<file path="src/rtl/mem_arb_pkg.sv">
// Shared types and widths for the unified-memory arbiter.
// Owner encoding for the one-cycle response register.
package mem_arb_pkg;

  localparam int WORD_W = 32;
  localparam int BE_W   = 4;

  typedef enum logic [1:0] {
    RESP_NONE,
    RESP_IF,
    RESP_D_RD,
    RESP_D_WR
  } resp_e;

endpackage

</file>
<file path="src/rtl/mem_arbiter.sv">
// Fetch/data arbiter for one single-ported unified memory.
// Data wins by default; a saturating starve counter forces fetch through.
module mem_arbiter
  import mem_arb_pkg::*;
#(
  parameter int ADDR_W     = 6,
  parameter int STARVE_MAX = 4
) (
  input  logic              clk_i,
  input  logic              rst_ni,
  input  logic              if_req_i,
  input  logic [ADDR_W-1:0] if_addr_i,
  output logic              if_gnt_o,
  output logic              if_rvalid_o,
  output logic [WORD_W-1:0] if_rdata_o,
  input  logic              d_req_i,
  input  logic              d_we_i,
  input  logic [BE_W-1:0]   d_be_i,
  input  logic [ADDR_W-1:0] d_addr_i,
  input  logic [WORD_W-1:0] d_wdata_i,
  output logic              d_gnt_o,
  output logic              d_rvalid_o,
  output logic [WORD_W-1:0] d_rdata_o,
  output logic              mem_en_o,
  output logic [BE_W-1:0]   mem_we_o,
  output logic [ADDR_W-1:0] mem_addr_o,
  output logic [WORD_W-1:0] mem_wdata_o,
  input  logic [WORD_W-1:0] mem_rdata_i
);

  localparam int CNT_W = $clog2(STARVE_MAX + 1);
  localparam logic [CNT_W-1:0] CNT_MAX = CNT_W'(STARVE_MAX);

  logic [CNT_W-1:0] starve_q, starve_d;
  resp_e            resp_q, resp_d;
  logic             starved;
  logic             if_gnt;
  logic             d_gnt;
  logic             d_store;

  // Grants are gated by reset so nothing reaches memory while held.
  always_comb begin
    starved = (starve_q == CNT_MAX);
    d_gnt   = rst_ni & d_req_i & ~(if_req_i & starved);
    if_gnt  = rst_ni & if_req_i & ~d_gnt;
    d_store = d_gnt & d_we_i;
  end

  always_comb begin
    starve_d = '0;
    if (if_req_i && !if_gnt) begin
      starve_d = starved ? starve_q : starve_q + CNT_W'(1);
    end
  end

  always_comb begin
    resp_d = RESP_NONE;
    unique case (1'b1)
      if_gnt:             resp_d = RESP_IF;
      d_gnt && d_we_i:    resp_d = RESP_D_WR;
      d_gnt && !d_we_i:   resp_d = RESP_D_RD;
      default:            resp_d = RESP_NONE;
    endcase
  end

  always_ff @(posedge clk_i or negedge rst_ni) begin
    if (!rst_ni) begin
      starve_q <= '0;
      resp_q   <= RESP_NONE;
    end else begin
      starve_q <= starve_d;
      resp_q   <= resp_d;
    end
  end

  always_comb begin
    if_gnt_o    = if_gnt;
    d_gnt_o     = d_gnt;
    mem_en_o    = if_gnt | d_gnt;
    mem_we_o    = d_store ? d_be_i : '0;
    mem_wdata_o = d_store ? d_wdata_i : '0;
    mem_addr_o  = '0;
    if (d_gnt) begin
      mem_addr_o = d_addr_i;
    end else if (if_gnt) begin
      mem_addr_o = if_addr_i;
    end
  end

  always_comb begin
    if_rvalid_o = 1'b0;
    if_rdata_o  = '0;
    d_rvalid_o  = 1'b0;
    d_rdata_o   = '0;
    unique case (resp_q)
      RESP_IF: begin
        if_rvalid_o = 1'b1;
        if_rdata_o  = mem_rdata_i;
      end
      RESP_D_RD: begin
        d_rvalid_o = 1'b1;
        d_rdata_o  = mem_rdata_i;
      end
      RESP_D_WR: begin
        d_rvalid_o = 1'b1;
      end
      default: begin
        if_rvalid_o = 1'b0;
      end
    endcase
  end

endmodule
</file>
<file path="config.mk">
export PLATFORM = sky130hd
export DESIGN_NAME = mem_arbiter
export DESIGN_NICKNAME = d
export VERILOG_FILES = /design/src/rtl/mem_arb_pkg.sv /design/src/rtl/mem_arbiter.sv
export SDC_FILE = /design/constraint.sdc
export NUM_CORES = 1
export LEC_CHECK = 0
export ABC_AREA = 1
export CAP_MARGIN = 5
export CORE_MARGIN = 5
export CORE_UTILIZATION = 24
export CTS_CLUSTER_SIZE = 25
export DETAILED_ROUTE_END_ITERATION = 12
export PLACE_DENSITY = 0.94
export REMOVE_ABC_BUFFERS = 1
export SYNTH_ARGS = -nofsm -noshare
export SYNTH_HDL_FRONTEND = slang
export SYNTH_SLANG_ARGS = --single-unit
</file>
<file path="constraint.sdc">
create_clock -name clk_i -period 2 [get_ports clk_i]
set_input_delay 0.5 -clock clk_i [delete_from_list [all_inputs] [get_ports clk_i]]
set_output_delay 0.5 -clock clk_i [all_outputs]
set_load 0.01 [all_outputs]
</file>
Word level (Yosys, flattened, before mapping). Index checks and enable logic that the tools add are counted.

Word-level logic and storage cells: 34. Flip-flop bits (word level): 5. Input port bits: 85.

Multiplexer cells: 11. Bitwise operators: 9. $add $sub $neg: 1. Reduce and logical (&&, ||, !) cells: 6. Eq/ne operators: 5.

Operator list (count): $mux 32 (3); $mux 6 (2); $and 1x1->1 (6); $mux 3 (2); $pmux 2 s3 (1); $eq 2x2->1 const B (2); $mux 4 (1); $add 3x1->3 const B (1); $eq 3x3->1 const B (1); $logic_and 1x1->1 (3); $eq 2x1->1 const B (1); $logic_not 1->1 (2); $mux 1 (2); $ne 2x2->1 const B (1); $not 1->1 (2); $reduce_or 2->1 (1); $or 1x1->1 (1).

Logic depth before layout (Yosys ltp).
Word-level depth: 9. Mapped depth: 8.

Worst setup path after synthesis. No wires, ideal clock.

Kind: register -> output. Start: reg starve_q[0]. End: out mem_wdata_o[25]. Path slack: 0.271 ns. Arrival time: 1.229 ns. Buffers on the path: 1. Cell stages (with the launch flop): 9. Path through: dfrtp_1 inv_1 ha_1 nand3_2 nand2_4 inv_8 nand2_8 buf_12 nor2_2.

Cells in the longest elaborated chain, start to end: 6.

Ends and longest elaborated chain: start: declaration (RTL line mem_arbiter.sv:34) `logic [CNT_W-1:0] starve_q, starve_d;`; start signal: assignment (RTL line mem_arbiter.sv:71) `starve_q <= starve_d;`; $eq 3x3->1 (RTL line mem_arbiter.sv:43) `starved = (starve_q == CNT_MAX);`; $and 1x1->1 (RTL line mem_arbiter.sv:44) `d_gnt = rst_ni & d_req_i & ~(if_req_i & starved);`; $not 1->1 (RTL line mem_arbiter.sv:44); $and 1x1->1 (RTL line mem_arbiter.sv:44); via d_gnt_o (RTL line mem_arbiter.sv:21) `output logic d_gnt_o,`; $and 1x1->1 (RTL line mem_arbiter.sv:46) `d_store = d_gnt & d_we_i;`; $mux 32 (RTL line mem_arbiter.sv:81) `mem_wdata_o = d_store ? d_wdata_i : '0;`; end: declaration (RTL line mem_arbiter.sv:27) `output logic [WORD_W-1:0] mem_wdata_o,`.

The timed path passes the listed nets, and every way through them passes these cells.

Worst setup path in the final report.
Start: reg starve_q[1]. End: out mem_wdata_o[8].

Cells in the longest elaborated chain, start to end: 6.

Ends and longest elaborated chain (RTL line): $eq 3x3->1 (mem_arbiter.sv:43); $and 1x1->1 (mem_arbiter.sv:44); $not 1->1 (mem_arbiter.sv:44); $and 1x1->1 (mem_arbiter.sv:44); $and 1x1->1 (mem_arbiter.sv:46); $mux 32 (mem_arbiter.sv:81).

Every way passes these cells.

==> reports/results.ini <==
[layout]
areaGrowthSynthToFinish_pct = 178.7
finish.utilization = 0.6974
drive_above_1_share = 0.2838
inserted_diodes = 0
layout.filler_cells = 418
final_nets = 539
final_area_um2 = 3630

[sta]
post-route-min-period_ns = 2.086
finalHoldViolCount = 0
rsz_0062_raised_after_global_routing = yes
worst_clock_skew_ns = 0.002036
worst_setup_slack_after_layout_ns = -0.08570
max_slew.worst_pin.slew_ns = 0.3616
fin_crit_share = 1.043
max_slew_margin = 0.7589
finalHoldWorstSlack_ns = 0.4605
achievable-frequency_mhz = 479.5
setup_violators_final = 26
finalMaxSlewViolations = 0

[power]
finalPower_w = 0.0009547
swShare = 0.3655
power.static_leakage_nw = 2.130
pwr-share-clk = 0.198
vdd.ir_drop.worst_uv = 176.1
combPwrFrac = 0.681
power_density_nw_per_um2 = 263.0
total_switching_power_w = 0.0003490
power.internal_w = 0.0006058
seq_power_share = 0.121

[die]
die-height_um = 83.67
ios = 196
floorplan.initialDensity = 0.2502
core_region_area_um2 = 5205
die-width_um = 83.67
fp.dieArea_um2 = 7001
std_cell_rows = 26

[global_route]
grt_start_max_net_pins = 33
grt_pass1_vias = 2249
grt_pass1_wl_mm = 10.56
antenna_found_initial = 0
grt_overflow_total = 0
gr-usage-all-layers = 0.1851

[yosys]
synth.area.mux_share = 0
syn_area_um2 = 1302
synthXorXnorAreaFrac = 0.006724
yosysWarningCount = 0
yosys.area_share.simple = 0.5581
synth.avg_cell_area_um2 = 5.519
synth_cell_types = 20
ys_ff_latch = 5
area_share_of_fa_ha_maj_cells_after_synthesis = 0.01921
compound_cell_area_share_of_the_yosys_netlist = 0.01345
netlist_instances = 236
synth-seq-area-share = 0.09606
dominant_combinational_cell_family_by_area_after_synthesis = simple AND/OR/NAND/NOR gates

[place]
placement_cell_area_um2 = 3437
buffers_added_on_ports = 195
gpl.final_weighted_congestion = 0.8063
dp_hpwl_mm = 5.990

[setup_path]
cp_data_required_time_ns = 1.50
wp_data_arrival_ns = 1.59
rr_worst_depth = 9
critical_path.startpoint_type = register
worst-path-max-fanout = 6
crit_path_end_kind = primary output
criticalPathCategory = register to primary output

[status]
outcome = complete, but fails checks
failed_checks = negative setup slack

[routing]
post_detailed_route_via_to_cell_ratio = 4.058
number_of_antenna_violating_nets_in_the_routed_design = 0
wire_per_inst_um = 13.40
num_vias = 2114
detail_route.first_pass.iterations = 4
drc_errors = 0
drt_iter0_drc = 29
wirelength_mm = 6.984

[clocking]
clk_path_buf_depth = 2
worstSkewPairLatency_ns = 0.22
tritoncts = built
htree_levels = 1
clock_tree.root_cell = sky130_fd_sc_hd__clkbuf_8
numCtsBuffers = 3
cts_hold_repair.buffers = 0
clk_pin_slew_ns = 0.04
clkSinkCount = 5

[hold_path]
worst_hold_path_type = input pin to asynchronous set/reset pin

[flow_run]
max_cap_viols = 0

[metal layers]
layer  global-route usage  wire, µm  up-vias  part of all wire
li1                     -         -     1054                 -
met1               0.1479      1973      913              0.28
met2               0.3876      3871      135              0.55
met3              0.08588      1001       12              0.14
met4              0.05117       137        0             0.020
met5                    0         0        -                 0
[Yosys cell counts]
library cell | count | share of area
sky130_fd_sc_hd__nor2_2 | 6 | 0.029
sky130_fd_sc_hd__nand2_4 | 1 | 0.0086
sky130_fd_sc_hd__nor2_1 | 75 | 0.22
sky130_fd_sc_hd__nor2_4 | 23 | 0.20
sky130_fd_sc_hd__buf_2 | 3 | 0.012
sky130_fd_sc_hd__buf_12 | 3 | 0.046
sky130_fd_sc_hd__nand3_2 | 1 | 0.0077
sky130_fd_sc_hd__inv_1 | 77 | 0.22
sky130_fd_sc_hd__inv_2 | 1 | 0.0029
sky130_fd_sc_hd__clkbuf_1 | 4 | 0.012
sky130_fd_sc_hd__dfrtp_1 | 5 | 0.096
sky130_fd_sc_hd__o21ai_0 | 2 | 0.0077
sky130_fd_sc_hd__nand2_1 | 27 | 0.078
sky130_fd_sc_hd__clkinv_2 | 1 | 0.0038
sky130_fd_sc_hd__nand2_8 | 1 | 0.015
sky130_fd_sc_hd__ha_1 | 2 | 0.019
sky130_fd_sc_hd__xor2_1 | 1 | 0.0067
sky130_fd_sc_hd__o211ai_1 | 1 | 0.0058
sky130_fd_sc_hd__nand2_2 | 1 | 0.0048
sky130_fd_sc_hd__inv_8 | 1 | 0.0086
[timing repair]
action / 4_1_cts / 5_1_grt
buffers inserted: 3 / 2
gates resized for setup: 292 / 30
pin swaps: 3 / 5
gates cloned: 3 / 0
endpoints found under the setup margin: 109 / 48
[cells by family (layout without fill, tap and decap cells)]
group	count (synthesis)	in the layout
simple gates	135	136
buf+inv	90	304
flops	5	5
compound gates	3	3
fa+ha+maj	2	2
xor+xnor	1	1
[worst max-delay path, stage by stage (launching register included)]
cell and delay [ns]:
sky130_fd_sc_hd__dfrtp_1 0.35, sky130_fd_sc_hd__inv_2 0.05, sky130_fd_sc_hd__ha_4 0.16, sky130_fd_sc_hd__nand3_4 0.09
sky130_fd_sc_hd__nand2_4 0.09, sky130_fd_sc_hd__inv_8 0.08, sky130_fd_sc_hd__buf_12 0.10, sky130_fd_sc_hd__nand2_8 0.06
sky130_fd_sc_hd__buf_16 0.17, sky130_fd_sc_hd__nor2_4 0.08, sky130_fd_sc_hd__buf_6 0.11
[stage by stage]
stage                     setup TNS [ns]  cells  worst slack (ns)
final                            -0.7785    521          -0.08570
after global routing              -3.130    521           -0.1500
after CTS                         -1.184    519           -0.1023
after detailed placement          -37.93    509           -0.6937
after global placement            -35.49    509           -0.6326
after floorplan                        0    226            0.1150
[flip-flops by register name, summed over array words and instances, names as in the netlist]
name,flops
resp_q,2
starve_q,3
[placed cells by master, fill, tap and decap left out]
cell type                         netlist  routed
sky130_fd_sc_hd__clkbuf_2               0       2
sky130_fd_sc_hd__o21ai_0                2       2
sky130_fd_sc_hd__clkinv_2               1       1
sky130_fd_sc_hd__buf_16                 0       2
sky130_fd_sc_hd__buf_4                  0      12
sky130_fd_sc_hd__ha_4                   0       1
sky130_fd_sc_hd__nand2_8                1       2
sky130_fd_sc_hd__nor2_2                 6       5
sky130_fd_sc_hd__nand2_1               27      19
sky130_fd_sc_hd__clkbuf_1               4       1
sky130_fd_sc_hd__buf_2                  3      11
sky130_fd_sc_hd__nor2_1                75      69
sky130_fd_sc_hd__nand3_4                0       1
sky130_fd_sc_hd__inv_6                  0       1
sky130_fd_sc_hd__buf_12                 3       5
sky130_fd_sc_hd__nand2_4                1       3
sky130_fd_sc_hd__clkdlybuf4s50_1        0      82
sky130_fd_sc_hd__dlygate4sd2_1          0      67
sky130_fd_sc_hd__buf_6                  0      36
sky130_fd_sc_hd__buf_8                  0       1
sky130_fd_sc_hd__dfrtp_1                5       5
sky130_fd_sc_hd__ha_1                   2       1
sky130_fd_sc_hd__clkbuf_8               0       3
sky130_fd_sc_hd__clkdlybuf4s15_1        0       1
sky130_fd_sc_hd__o211ai_1               1       1
sky130_fd_sc_hd__inv_8                  1       1
sky130_fd_sc_hd__clkdlybuf4s15_2        0       1
sky130_fd_sc_hd__inv_2                  1       3
sky130_fd_sc_hd__nand2_2                1       7
sky130_fd_sc_hd__xor2_1                 1       1
sky130_fd_sc_hd__nor2_4                23      30
sky130_fd_sc_hd__inv_1                 77      74
[final timing paths]
check,startpoint,endpoint,slack [ns]
max in group asynchronous,rst_ni,starve_q[1],1.42
min in group clk_i,starve_q[0],starve_q[0],0.59
worst max-delay path,starve_q[1],mem_wdata_o[8],-0.09
worst min-delay path,rst_ni,resp_q[1],0.46
worst max register to register,starve_q[1],starve_q[1],0.61
worst min register to register,starve_q[0],starve_q[0],0.59
[power by group through the flow]
stage          Clock (W)  Combinational [W]  Sequential (W)
2_1_floorplan          0           0.000214        0.000117
3_3_place_gp           0           0.000638        0.000115
3_5_place_dp           0           0.000649        0.000115
4_1_cts         0.000190           0.000637        0.000115
5_1_grt         0.000203           0.000700        0.000117
6_report        0.000189           0.000650        0.000115
[final cells by class]
class,count,area [µm²],area share
clock buffer,4,45.04,0.01241
multi-input combinational,142,898.4,0.2475
sequential,5,125.1,0.03447
tap,70,87.58,0.02413
inverter,80,314.1,0.08652
timing repair buffer,220,2160,0.5950
Power figures use the tool's default switching activity.
